### src/rtl/id_ex_stage_reg.sv
// ID/EX pipeline register of the RV32I core with load-use hazard detection, flush and hold.
// Optional performance counters are enabled by defining ID_EX_PERF_CNT_EN.
`timescale 1ns/1ps

module id_ex_stage_reg #(
  parameter int XLEN   = 32,
  parameter int PERF_W = 32
) (
  input  logic            clk,
  input  logic            rst_n,

  input  logic            id_valid,
  input  logic [2:0]      id_B_J,
  input  logic            id_memwrite_en,
  input  logic            id_regwrite_en,
  input  logic [3:0]      id_alu_op,
  input  logic [1:0]      id_data_size,
  input  logic            id_extension_type,
  input  logic [1:0]      id_wb_src,
  input  logic            id_alu_src,
  input  logic            id_op1_src,
  input  logic            id_use_rs1,
  input  logic            id_use_rs2,
  input  logic [4:0]      id_rs1,
  input  logic [4:0]      id_rs2,
  input  logic [4:0]      id_rd,
  input  logic [XLEN-1:0] id_rs1_data,
  input  logic [XLEN-1:0] id_rs2_data,
  input  logic [XLEN-1:0] id_imm,
  input  logic [XLEN-1:0] id_pc,
  input  logic [XLEN-1:0] id_pc_plus4,

  input  logic            ex_flush,
  input  logic            mem_hold,

  output logic            ex_valid,
  output logic [2:0]      ex_B_J,
  output logic            ex_memwrite_en,
  output logic            ex_regwrite_en,
  output logic [3:0]      ex_alu_op,
  output logic [1:0]      ex_data_size,
  output logic            ex_extension_type,
  output logic [1:0]      ex_wb_src,
  output logic            ex_alu_src,
  output logic            ex_op1_src,
  output logic [4:0]      ex_rs1,
  output logic [4:0]      ex_rs2,
  output logic [4:0]      ex_rd,
  output logic [XLEN-1:0] ex_rs1_data,
  output logic [XLEN-1:0] ex_rs2_data,
  output logic [XLEN-1:0] ex_imm,
  output logic [XLEN-1:0] ex_pc,
  output logic [XLEN-1:0] ex_pc_plus4,

  output logic            stall_if_id,
  output logic [PERF_W-1:0] bubble_cnt,
  output logic [PERF_W-1:0] flush_cnt
);

  localparam logic [1:0] WB_MEM = 2'b01;

  typedef struct packed {
    logic            valid;
    logic [2:0]      b_j;
    logic            memwrite_en;
    logic            regwrite_en;
    logic [3:0]      alu_op;
    logic [1:0]      data_size;
    logic            extension_type;
    logic [1:0]      wb_src;
    logic            alu_src;
    logic            op1_src;
    logic [4:0]      rs1;
    logic [4:0]      rs2;
    logic [4:0]      rd;
    logic [XLEN-1:0] rs1_data;
    logic [XLEN-1:0] rs2_data;
    logic [XLEN-1:0] imm;
    logic [XLEN-1:0] pc;
    logic [XLEN-1:0] pc_plus4;
  } stage_t;

  stage_t id_bundle;
  stage_t ex_q;
  stage_t ex_d;
  logic   load_use;
  logic   load_bubble;

  assign id_bundle = '{
    valid:          id_valid,
    b_j:            id_B_J,
    memwrite_en:    id_memwrite_en,
    regwrite_en:    id_regwrite_en,
    alu_op:         id_alu_op,
    data_size:      id_data_size,
    extension_type: id_extension_type,
    wb_src:         id_wb_src,
    alu_src:        id_alu_src,
    op1_src:        id_op1_src,
    rs1:            id_rs1,
    rs2:            id_rs2,
    rd:             id_rd,
    rs1_data:       id_rs1_data,
    rs2_data:       id_rs2_data,
    imm:            id_imm,
    pc:             id_pc,
    pc_plus4:       id_pc_plus4
  };

  // A load in EX whose result the instruction in ID needs; x0 is never a hazard.
  assign load_use = ex_q.valid && (ex_q.wb_src == WB_MEM) && (ex_q.rd != 5'd0) && id_valid &&
                    ((id_use_rs1 && (id_rs1 == ex_q.rd)) || (id_use_rs2 && (id_rs2 == ex_q.rd)));

  // A flush kills the instruction in ID, so there is nothing left to stall for.
  assign stall_if_id = mem_hold | (load_use & ~ex_flush);

  assign load_bubble = ex_flush | load_use | ~id_valid;

  always_comb begin
    // NOTE: default assignment first so every path drives ex_d and no latch is inferred.
    ex_d = ex_q;
    if (!mem_hold) begin
      ex_d = load_bubble ? stage_t'('0) : id_bundle;
    end
  end

  always_ff @(posedge clk or negedge rst_n) begin
    if (!rst_n) begin
      // NOTE: non-blocking assignments for all sequential state; the whole bundle resets
      // because a bubble must be all-zero, not just ex_valid=0.
      ex_q <= '0;
    end else begin
      ex_q <= ex_d;
    end
  end

  assign ex_valid          = ex_q.valid;
  assign ex_B_J            = ex_q.b_j;
  assign ex_memwrite_en    = ex_q.memwrite_en;
  assign ex_regwrite_en    = ex_q.regwrite_en;
  assign ex_alu_op         = ex_q.alu_op;
  assign ex_data_size      = ex_q.data_size;
  assign ex_extension_type = ex_q.extension_type;
  assign ex_wb_src         = ex_q.wb_src;
  assign ex_alu_src        = ex_q.alu_src;
  assign ex_op1_src        = ex_q.op1_src;
  assign ex_rs1            = ex_q.rs1;
  assign ex_rs2            = ex_q.rs2;
  assign ex_rd             = ex_q.rd;
  assign ex_rs1_data       = ex_q.rs1_data;
  assign ex_rs2_data       = ex_q.rs2_data;
  assign ex_imm            = ex_q.imm;
  assign ex_pc             = ex_q.pc;
  assign ex_pc_plus4       = ex_q.pc_plus4;

`ifdef ID_EX_PERF_CNT_EN
  logic [PERF_W-1:0] bubble_q;
  logic [PERF_W-1:0] flush_q;

  // Counters wrap naturally at 2^PERF_W.
  always_ff @(posedge clk or negedge rst_n) begin
    if (!rst_n) begin
      bubble_q <= '0;
      flush_q  <= '0;
    end else if (!mem_hold) begin
      if (ex_flush) begin
        flush_q <= flush_q + PERF_W'(1);
      end else if (load_use) begin
        bubble_q <= bubble_q + PERF_W'(1);
      end
    end
  end

  assign bubble_cnt = bubble_q;
  assign flush_cnt  = flush_q;
`else
  assign bubble_cnt = '0;
  assign flush_cnt  = '0;
`endif

endmodule

### config.mk
export PLATFORM = sky130hd
export DESIGN_NAME = id_ex_stage_reg
export DESIGN_NICKNAME = d
export VERILOG_FILES = /design/src/rtl/id_ex_stage_reg.sv
export SDC_FILE = /design/constraint.sdc
export NUM_CORES = 1
export LEC_CHECK = 0
export ABC_CLOCK_PERIOD_IN_PS = 2860
export CAP_MARGIN = 20
export CORE_AREA = 2 2 178 180
export DETAILED_ROUTE_END_ITERATION = 10
export DIE_AREA = 0 0 180 182
export GPL_TIMING_DRIVEN = 0
export PLACE_DENSITY_LB_ADDON = 0.25
export SLEW_MARGIN = 10
export SYNTH_ARGS = -nofsm -noshare
export SYNTH_HDL_FRONTEND = slang
export SYNTH_SLANG_ARGS = --single-unit
### constraint.sdc
create_clock -name clk -period 2.86 [get_ports clk]
set_clock_uncertainty 0.2 [all_clocks]
set_input_delay 0.572 -clock clk [delete_from_list [all_inputs] [get_ports clk]]
set_output_delay 0.572 -clock clk [all_outputs]
set_load 0.1 [all_outputs]
==> flow_summary.ini, run 1 <==
[route]
drt-total-wl_um = 36200
antenna_left = 0
drc = 0
wire_per_inst_um = 19.5
firstDrtPassIters = 5
drt_iter0_drc = 622
vias_per_cell = 5.12
vias = 9514

[finish]
final_util_pct = 47.8
fillers = 2950
fin_nets = 1640
multi_input_area_mm2 = 0.00382
area_delta_synth_final_pct = 58.7
drive_gt1_share_pct = 10.0
final_cell_area_mm2 = 0.0148
regArea_mm2 = 0.00481
fin_cells = 1858

[sta]
tightest_slew_ns = 1.06
layout_setup_ws_ns = 0.0619
fmax_ghz = 0.357
finalHoldViolCount = 0
finalSetupViolations = 0
post-route-period-util_pct = 97.8
fin_hold_ws_ns = 0.257
rsz0062_at_grt = true
tns_ns = 0
period_needed_ns = 2.80
maxSlewViolCount = 0
maxSlewHeadroom_pct = 29.2

[cts]
cts_tree = yes
htree_levels = 4
clk_pin_slew_ns = 0.07
clock-sinks = 192
clock_latency_ns = 0.45
numCtsBuffers = 17
cts_buffer_depth = 2
clockRootBuffer = clkbuf_16

[logic_synthesis]
synth_seq_cells = 192
seq_area_frac_synth_pct = 51.5
syn_area_mm2 = 0.00932
yosys_warnings = 0
postSynthCellCount = 960
ys_types = 22
avgSynthCellArea_um2 = 9.71

[worst_hold_path]
hold_class = in -> reg

[placed_design]
dp_hpwl_um = 26100
place_congestion = 0.817
preCtsSetupSlack_ns = -1.84
dp_cells = 1815
io_buffers = 389
place_area_mm2 = 0.0140

[pwr]
internal_power_mw = 5.53
peakVddDrop_uv = 349
p_sw_mw = 4.35
p_clk_share_pct = 27.6
power_density_mw_per_mm2 = 668
total_leakage_power_nw = 5.95
p_comb_share_pct = 40.6
p_seq_share_pct = 31.9
finalPower_mw = 9.88
swShare_pct = 44.1

[grt]
grt_antenna_before_repair = 1
grt_pass1_wl_um = 55200
grt_pass1_vias = 9224
gr-usage-all-layers_pct = 21.3
grt_max_degree = 98
grt_overflow = 0

[die]
core_area_mm2 = 0.0310
fp.dieW_um = 180
pin_count = 455
initial_core_util_pct = 30.1
die_height_um = 182
fp-row-count = 65
die-area_mm2 = 0.0328

[worst_setup_path]
cp_max_fo = 3
critical-path-top-delay-family = simple AND/OR/NAND/NOR gates
path_buf_inv = 1
critical-path-max-stage-delay_ns = 0.55
cp_slowest_cell = or4_4
crit_chain = or4_4, o21ai_4, nor2_2, a21o_2, buf_12
startpoint_type = flip-flop
crit_type = reg -> out
arrival_ns = 2.03
end_kind = primary output
cp.required_ns = 2.09

[flow_run]
maxCapViolations = 0

[outcome]
outcome = complete, no violations
[Yosys cell counts]
cell type | n | area, µm²
a21o_1 | 1 | 7.51
nor2_1 | 2 | 7.51
o21ai_1 | 185 | 926
and4b_1 | 1 | 10.0
o31ai_1 | 1 | 7.51
buf_4 | 73 | 548
nand2_1 | 193 | 724
clkbuf_1 | 80 | 300
or4_1 | 1 | 7.51
o22ai_1 | 1 | 6.26
nand4_1 | 2 | 12.5
nand2b_1 | 1 | 6.26
a32oi_1 | 191 | 1670
conb_1 | 1 | 3.75
xnor2_1 | 10 | 87.6
dfrtp_1 | 192 | 4800
buf_2 | 5 | 25.0
a22oi_1 | 1 | 7.51
o21ai_0 | 6 | 30.0
o21ai_2 | 1 | 8.76
buf_6 | 10 | 113
buf_1 | 2 | 7.51
[layer usage]
metal  up-vias  global-route usage, %  share of wire, %
li1       4445                      -                 -
met1      4610                   27.3                41
met2       407                   35.1                49
met3        52                   4.45               6.3
met4         0                   8.85               3.0
met5         -                      0                 0
[registers in the layout (all words and copies together), names as in the netlist]
| name | flops |
|---|---|
| ex_B_J | 3 |
| ex_alu_op | 4 |
| ex_alu_src | 1 |
| ex_data_size | 2 |
| ex_extension_type | 1 |
| ex_imm | 32 |
| ex_memwrite_en | 1 |
| ex_op1_src | 1 |
| ex_pc | 32 |
| ex_pc_plus4 | 32 |
| ex_rd | 5 |
| ex_regwrite_en | 1 |
| ex_rs1 | 5 |
| ex_rs1_data | 32 |
| ex_rs2 | 5 |
| ex_rs2_data | 32 |
| ex_valid | 1 |
| ex_wb_src | 2 |
[cell type report]
cell class | count | share of cell area (%)
flip-flops and latches | 192 | 32.5
repair buffers | 403 | 27.3
multi-input cells | 661 | 25.8
plain buffers | 167 | 6.60
well taps | 402 | 3.40
clock buffers | 18 | 2.90
clock inverters | 14 | 1.51
diodes | 1 | 0.0169
[final timing paths]
check                                       to  depth (start not counted)  slack [ns]       from
worst max-delay path               stall_if_id                          5        0.06   ex_rd[1]
worst min-delay path                 ex_rs2[1]                          3        0.26  id_rs2[1]
worst max register to register        ex_rd[1]                          8        0.28   ex_rd[1]
worst min register to register        ex_pc[9]                          2        0.30   ex_pc[9]
max in group asynchronous            ex_imm[6]                          3        0.92      rst_n
min in group asynchronous       ex_pc_plus4[0]                          2        0.53      rst_n
[worst reg2reg max path, stage by stage, from the launching register on]
cell and delay, ns:
dfrtp_2 0.44, buf_4 0.14, xnor2_1 0.19, nand4_1 0.17, o22ai_4 0.24, buf_4 0.17
buf_2 0.31, clkbuf_1 0.46, o21ai_1 0.14
[cell usage in the layout, fill, tap and decap left out, drive strengths merged]
cell	Yosys	final
clkdlybuf4s50	0	375
nand2	193	193
dfrtp	192	192
o21ai	192	192
a32oi	191	191
buf	90	102
clkbuf	80	98
conb	1	64
xnor2	10	10
dlygate4sd2	0	8
inv	0	5
bufinv	0	5
dlymetal6s2s	0	4
clkinv	0	3
nand4	2	2
nor2	2	2
diode	0	1
o22ai	1	1
or4	1	1
and4b	1	1
a21o	1	1
nand2b	1	1
a22oi	1	1
o31ai	1	1
clkinvlp	0	1
dlygate4sd3	0	1
[repair_timing]
action | 4_1_cts | 5_1_grt
gates cloned | 0 | 0
hold endpoints to repair | 27 | 0
buffers inserted | 7 | 5
gates resized for setup | 28 | 10
hold buffers | 1 | 0
pin swaps | 4 | 4
setup endpoints to repair | 9 | 1
[power by group through the flow]
stage / Clock, mW / Sequential (mW) / Combinational (mW)
2_1_floorplan: 0 / 5.13 / 0.883
3_5_place_dp: 0 / 3.20 / 3.98
5_1_grt: 2.89 / 3.18 / 4.14
6_report: 2.72 / 3.15 / 4.01
3_3_place_gp: 0 / 3.20 / 3.96
4_1_cts: 2.78 / 3.15 / 4.01
[cells by family (layout without fill, tap and decap cells)]
family / Yosys count / in the layout / synth area share, %
other cells: 1 / 65 / 0.0402
compound gates: 387 / 387 / 28.6
buf+inv: 170 / 602 / 10.7
xor+xnor: 10 / 10 / 0.939
simple gates: 200 / 200 / 8.24
flops: 192 / 192 / 51.5
Power figures use the tool's default switching activity.
==> run 2: changes to the inputs <==
--- a/config.mk
+++ b/config.mk
@@ -11,7 +11,7 @@
 export DETAILED_ROUTE_END_ITERATION = 10
 export DIE_AREA = 0 0 180 182
 export GPL_TIMING_DRIVEN = 0
-export PLACE_DENSITY_LB_ADDON = 0.25
+export PLACE_DENSITY_LB_ADDON = 0.1
 export SLEW_MARGIN = 10
 export SYNTH_ARGS = -nofsm -noshare
 export SYNTH_HDL_FRONTEND = slang
==> flow_summary.ini, run 2 (synthesis results as in run 1) <==
[sta]
fmax_ghz = 0.356
finalSetupViolations = 0
tightest_slew_ns = 1.07
tns_ns = 0
period_needed_ns = 2.81
maxSlewHeadroom_pct = 28.5
finalHoldViolCount = 0
rsz0062_at_grt = true
maxSlewViolCount = 0
post-route-period-util_pct = 98.2

[cts]
clockRootBuffer = clkbuf_16
clock-sinks = 192
clock_latency_ns = 0.44
numCtsBuffers = 17
cts_tree = yes
clk_pin_slew_ns = 0.08
htree_levels = 4
cts_buffer_depth = 2

[route]
firstDrtPassIters = 7
drc = 0
wire_per_inst_um = 19.7
vias = 9475
antenna_left = 0
drt-total-wl_um = 36600
vias_per_cell = 5.10
drt_iter0_drc = 557

[pwr]
p_seq_share_pct = 33.1
p_comb_share_pct = 42.1
swShare_pct = 46.4
p_clk_share_pct = 24.9
internal_power_mw = 5.11
total_leakage_power_nw = 5.92
power_density_mw_per_mm2 = 646
peakVddDrop_uv = 429
p_sw_mw = 4.42

[finish]
fin_cells = 1859
final_cell_mix = 376 x clkdlybuf4s50_1, 193 x nand2_1, 191 x a32oi_1
final_util_pct = 47.6
drive_gt1_share_pct = 9.85
fin_nets = 1639
regArea_mm2 = 0.00481
final_common_cell = clkdlybuf4s50_1
fillers = 2973
area_delta_synth_final_pct = 58.2
multi_input_area_mm2 = 0.00383

[die]
fp-row-count = 65
die_height_um = 182
core_area_mm2 = 0.0310
fp.dieW_um = 180
pin_count = 455
die-area_mm2 = 0.0328
initial_core_util_pct = 30.1

[worst_setup_path]
critical-path-max-stage-delay_ns = 1.19
crit_type = reg -> out
path_buf_inv = 1
crit_chain = clkdlybuf4s50_1
cp.required_ns = 2.09
arrival_ns = 2.04
startpoint_type = flip-flop
end_kind = primary output
critical-path-top-delay-family = buffers and inverters
cp_slowest_cell = clkdlybuf4s50_1
cp_max_fo = 4

[placed_design]
io_buffers = 389
dp_hpwl_um = 25800
dp_cells = 1816
place_congestion = 0.802

[flow_run]
maxCapViolations = 0

[worst_hold_path]
hold_class = in -> reg

[grt]
grt_max_degree = 100
grt_overflow = 0
grt_pass1_vias = 9106
gr-usage-all-layers_pct = 21.6
grt_antenna_before_repair = 7
grt_pass1_wl_um = 55800

[outcome]
outcome = complete, no violations
[run 2: cell count changes in the layout (fill, tap and decap cells not counted), moves of 2 or more]
cell / change
buf_4: -3
bufinv_16: -5
clkinv_4: +4
diode_2: +4
dlygate4sd2_1: -2
inv_6: -4
inv_8: +4
[run 2: timing repair]
item                                    4_1_cts  5_1_grt
hold buffers                                  1        0
gates resized for setup                      26       10
buffers inserted                             10        0
pin swaps                                     4        6
hold endpoints to repair                     45        0
endpoints found under the setup margin        5        1
[run 2: stage by stage]
step	instance area (µm²)	total power, mW	hold WS (ns)	setup slack [ns]
finish	14700	9.53	0.257	0.0516
global route	14700	9.88	0.256	-0.0172
CTS	14700	9.60	0.304	-0.0602
detailed placement	14000	7.19	0.285	-1.74
global placement	14000	7.17	0.280	-8.62
floorplan	9570	6.01	0.0764	0.0178
[run 2: routing by layer]
metal	share of wire, %	GRT usage, %	vias to the layer above
li1	-	-	4441
met4	2.2	7.32	2
met1	43	28.3	4601
met3	6.8	5.78	43
met5	0.033	0	-
met2	48	34.5	388
[run 2: worst paths after layout]
path                                   end             from  cells past startpoint  slack [ns]
setup / recovery                  ex_rd[3]         ex_rd[3]                      1        0.05
hold / removal                   ex_rs1[3]        id_rs1[3]                      3        0.26
setup reg to reg                  ex_rd[3]         ex_rd[3]                      8        0.36
hold reg to reg            ex_pc_plus4[18]  ex_pc_plus4[18]                      2        0.30
max in group asynchronous  ex_pc_plus4[27]            rst_n                      4        0.98
min in group asynchronous       ex_imm[15]            rst_n                      3        0.55
[run 2: cell type report]
class / count / share of cell area, %
antenna: 5 / 0.0848
buffer: 168 / 6.75
clock buffer: 17 / 2.88
clock inverter: 13 / 0.865
multi-input combinational: 661 / 26.0
sequential: 192 / 32.6
tap: 402 / 3.41
timing repair buffer: 401 / 27.4
[run 2: power groups by stage]
stage	logic [mW]	registers [mW]	clock network [mW]
floorplan	0.883	5.13	0
global placement	3.97	3.20	0
detailed placement	3.99	3.20	0
CTS	4.02	3.15	2.43
global route	4.15	3.18	2.55
finish	4.01	3.15	2.37
==> patch (flow settings as in run 2) <==
The parameter `PERF_W` goes from 32 to 16.
--- a/src/rtl/id_ex_stage_reg.sv
+++ b/src/rtl/id_ex_stage_reg.sv
@@ -5,5 +5,5 @@
 module id_ex_stage_reg #(
   parameter int XLEN   = 32,
-  parameter int PERF_W = 32
+  parameter int PERF_W = 16
 ) (
   input  logic            clk,
Interface: changed (resized bubble_cnt and flush_cnt); port bits go from 455 to 423. No check against the original RTL was run, so the function may have changed too.
==> patch against run 2 <==
  * The flow now finishes with violations (negative setup slack)
  * Routed wire length fell by 0.93%
  * Sequential cell count did not move
  * Combinational power fell by 5.5%
  * Setup slack got worse by 0.056 ns
  * Count of clock-buffer cells in the layout rose by 2
  * Total power fell by 2.4%
  * Final area fell by 2.4%
  * Worst hold slack got worse by 0.0040 ns
  * Synthesized area fell by 2.6%
  * Largest cell class unchanged
==> patch: results (changes against run 2) <==
metric;value;unit;change
worst vdd ir;0.3099;mV;was 0.4292 mV
initial antenna violation count;4;;was 7
WL per Instance;20.21;um;was 19.70 um
met3 GRT Util;5.756;%;was 5.776%
Critical Path AT;2.09;ns;was 2.04 ns
Hold EP;ex_rs2[3]$_DFFE_PN0N_;;was ex_rs1[3]$_DFFE_PN0N_
GRT met1 Usage;27.69;%;was 28.30%
met2 wire length;17570;um;was 17730 um
Area contributors post-synth;dfrtp_1 53%, a32oi_1 18%, o21ai_1 10%;;was dfrtp_1 52%, a32oi_1 18%, o21ai_1 9.9%
Sum Neg Setup Slack;-0.004313;ns;was 0 ns
Slew headroom;28.34;%;was 28.46%
R2R depth;7;;was 8
Cell Area, Placed;13660;um^2;was 14020 um^2
endpoints failing setup;1;;was 0
failing checks;negative setup slack;;
Final Hold Slack;0.2532;ns;was 0.2571 ns
Tot GR Track Use;21.32;%;was 21.58%
Filler Cell Count;2950;;was 2973
vias in the first global route;9058;;was 9106
CTS max path bufs;2;;unchanged
worst setup margin;-0.004313;ns;was 0.05159 ns
largest net degree at the start of global routing;85;;was 100
met3 wire len;2676;um;was 2506 um
hold_sp;id_rs2[3];;was id_rs1[3]
dpl ws;-1.741;ns;was -1.744 ns
via/cell ratio;5.180;;was 5.097
Layout Nets;1575;;was 1639
Met1 Wirelength;15250;um;was 15570 um
first-pass GRT wire length;54880;um;was 55750 um
TritonRoute pass-1 iters;4;;was 7
status;complete, but fails checks;;was completed
worst flop-to-flop path endpoint;ex_pc_plus4[3]$_DFFE_PN0N_;;was ex_rd[3]$_DFFE_PN0N_
worst setup path start;ex_rd[1]$_DFFE_PN0N_;;was ex_rd[3]$_DFFE_PN0N_
combinational power;3.79;mW;was 4.01 mW
post-DP HPWL;25810;um;was 25830 um
Psw;4.197;mW;was 4.422 mW
reg2reg start;ex_rd[4]$_DFFE_PN0N_;;was ex_rd[3]$_DFFE_PN0N_
GR Util met2;34.39;%;was 34.51%
PostCTS Resize Cnt;25;;was 26
Top Metal Used;met4;;was met5
DR iter-0 viols;478;;was 557
CP endpoint;stall_if_id;;was ex_rd[3]
clock latency on the worst-skew pair;0.42;ns;was 0.44 ns
layout cell share with drive strength beyond 1;7.847;%;was 9.848%
post-synth cell types;22;;unchanged
postcts setup bufs;7;;was 10
register area share after synthesis;52.89;%;was 51.53%
patch: kinds of logic after synthesis:
group,Yosys count,share of synthesized area (%)
other cells,1,0.04128
compound gates,387,29.35
xor+xnor,10,0.9641
buf+inv,138,8.292
flops,192,52.89
simple gates,200,8.457
patch: critical path, stage by stage, from the launching register on:
cell     delay, ns
dfrtp_2       0.43
or4_4         0.55
o21ai_4       0.17
buf_8         0.12
nor2_2        0.03
a21o_4        0.20
buf_12        0.16
patch: layout make-up:
cell class,count,area [um^2],share of cell area (%)
Sequential cell,192,4811,33.42
Timing Repair Buffer,400,4046,28.11
Multi-Input combinational cell,629,3692,25.65
Buffer,137,770.7,5.355
Tap cell,402,503.0,3.494
Clock buffer,19,442.9,3.077
Clock inverter,12,117.6,0.8171
Antenna cell,4,10.01,0.06954
patch: through the flow:
stage | total power, mW | cells
floorplan | 5.795 | 959
detailed placement | 6.973 | 1752
finish | 9.303 | 1795
global route | 9.666 | 1795
CTS | 9.392 | 1790
global placement | 6.956 | 1750
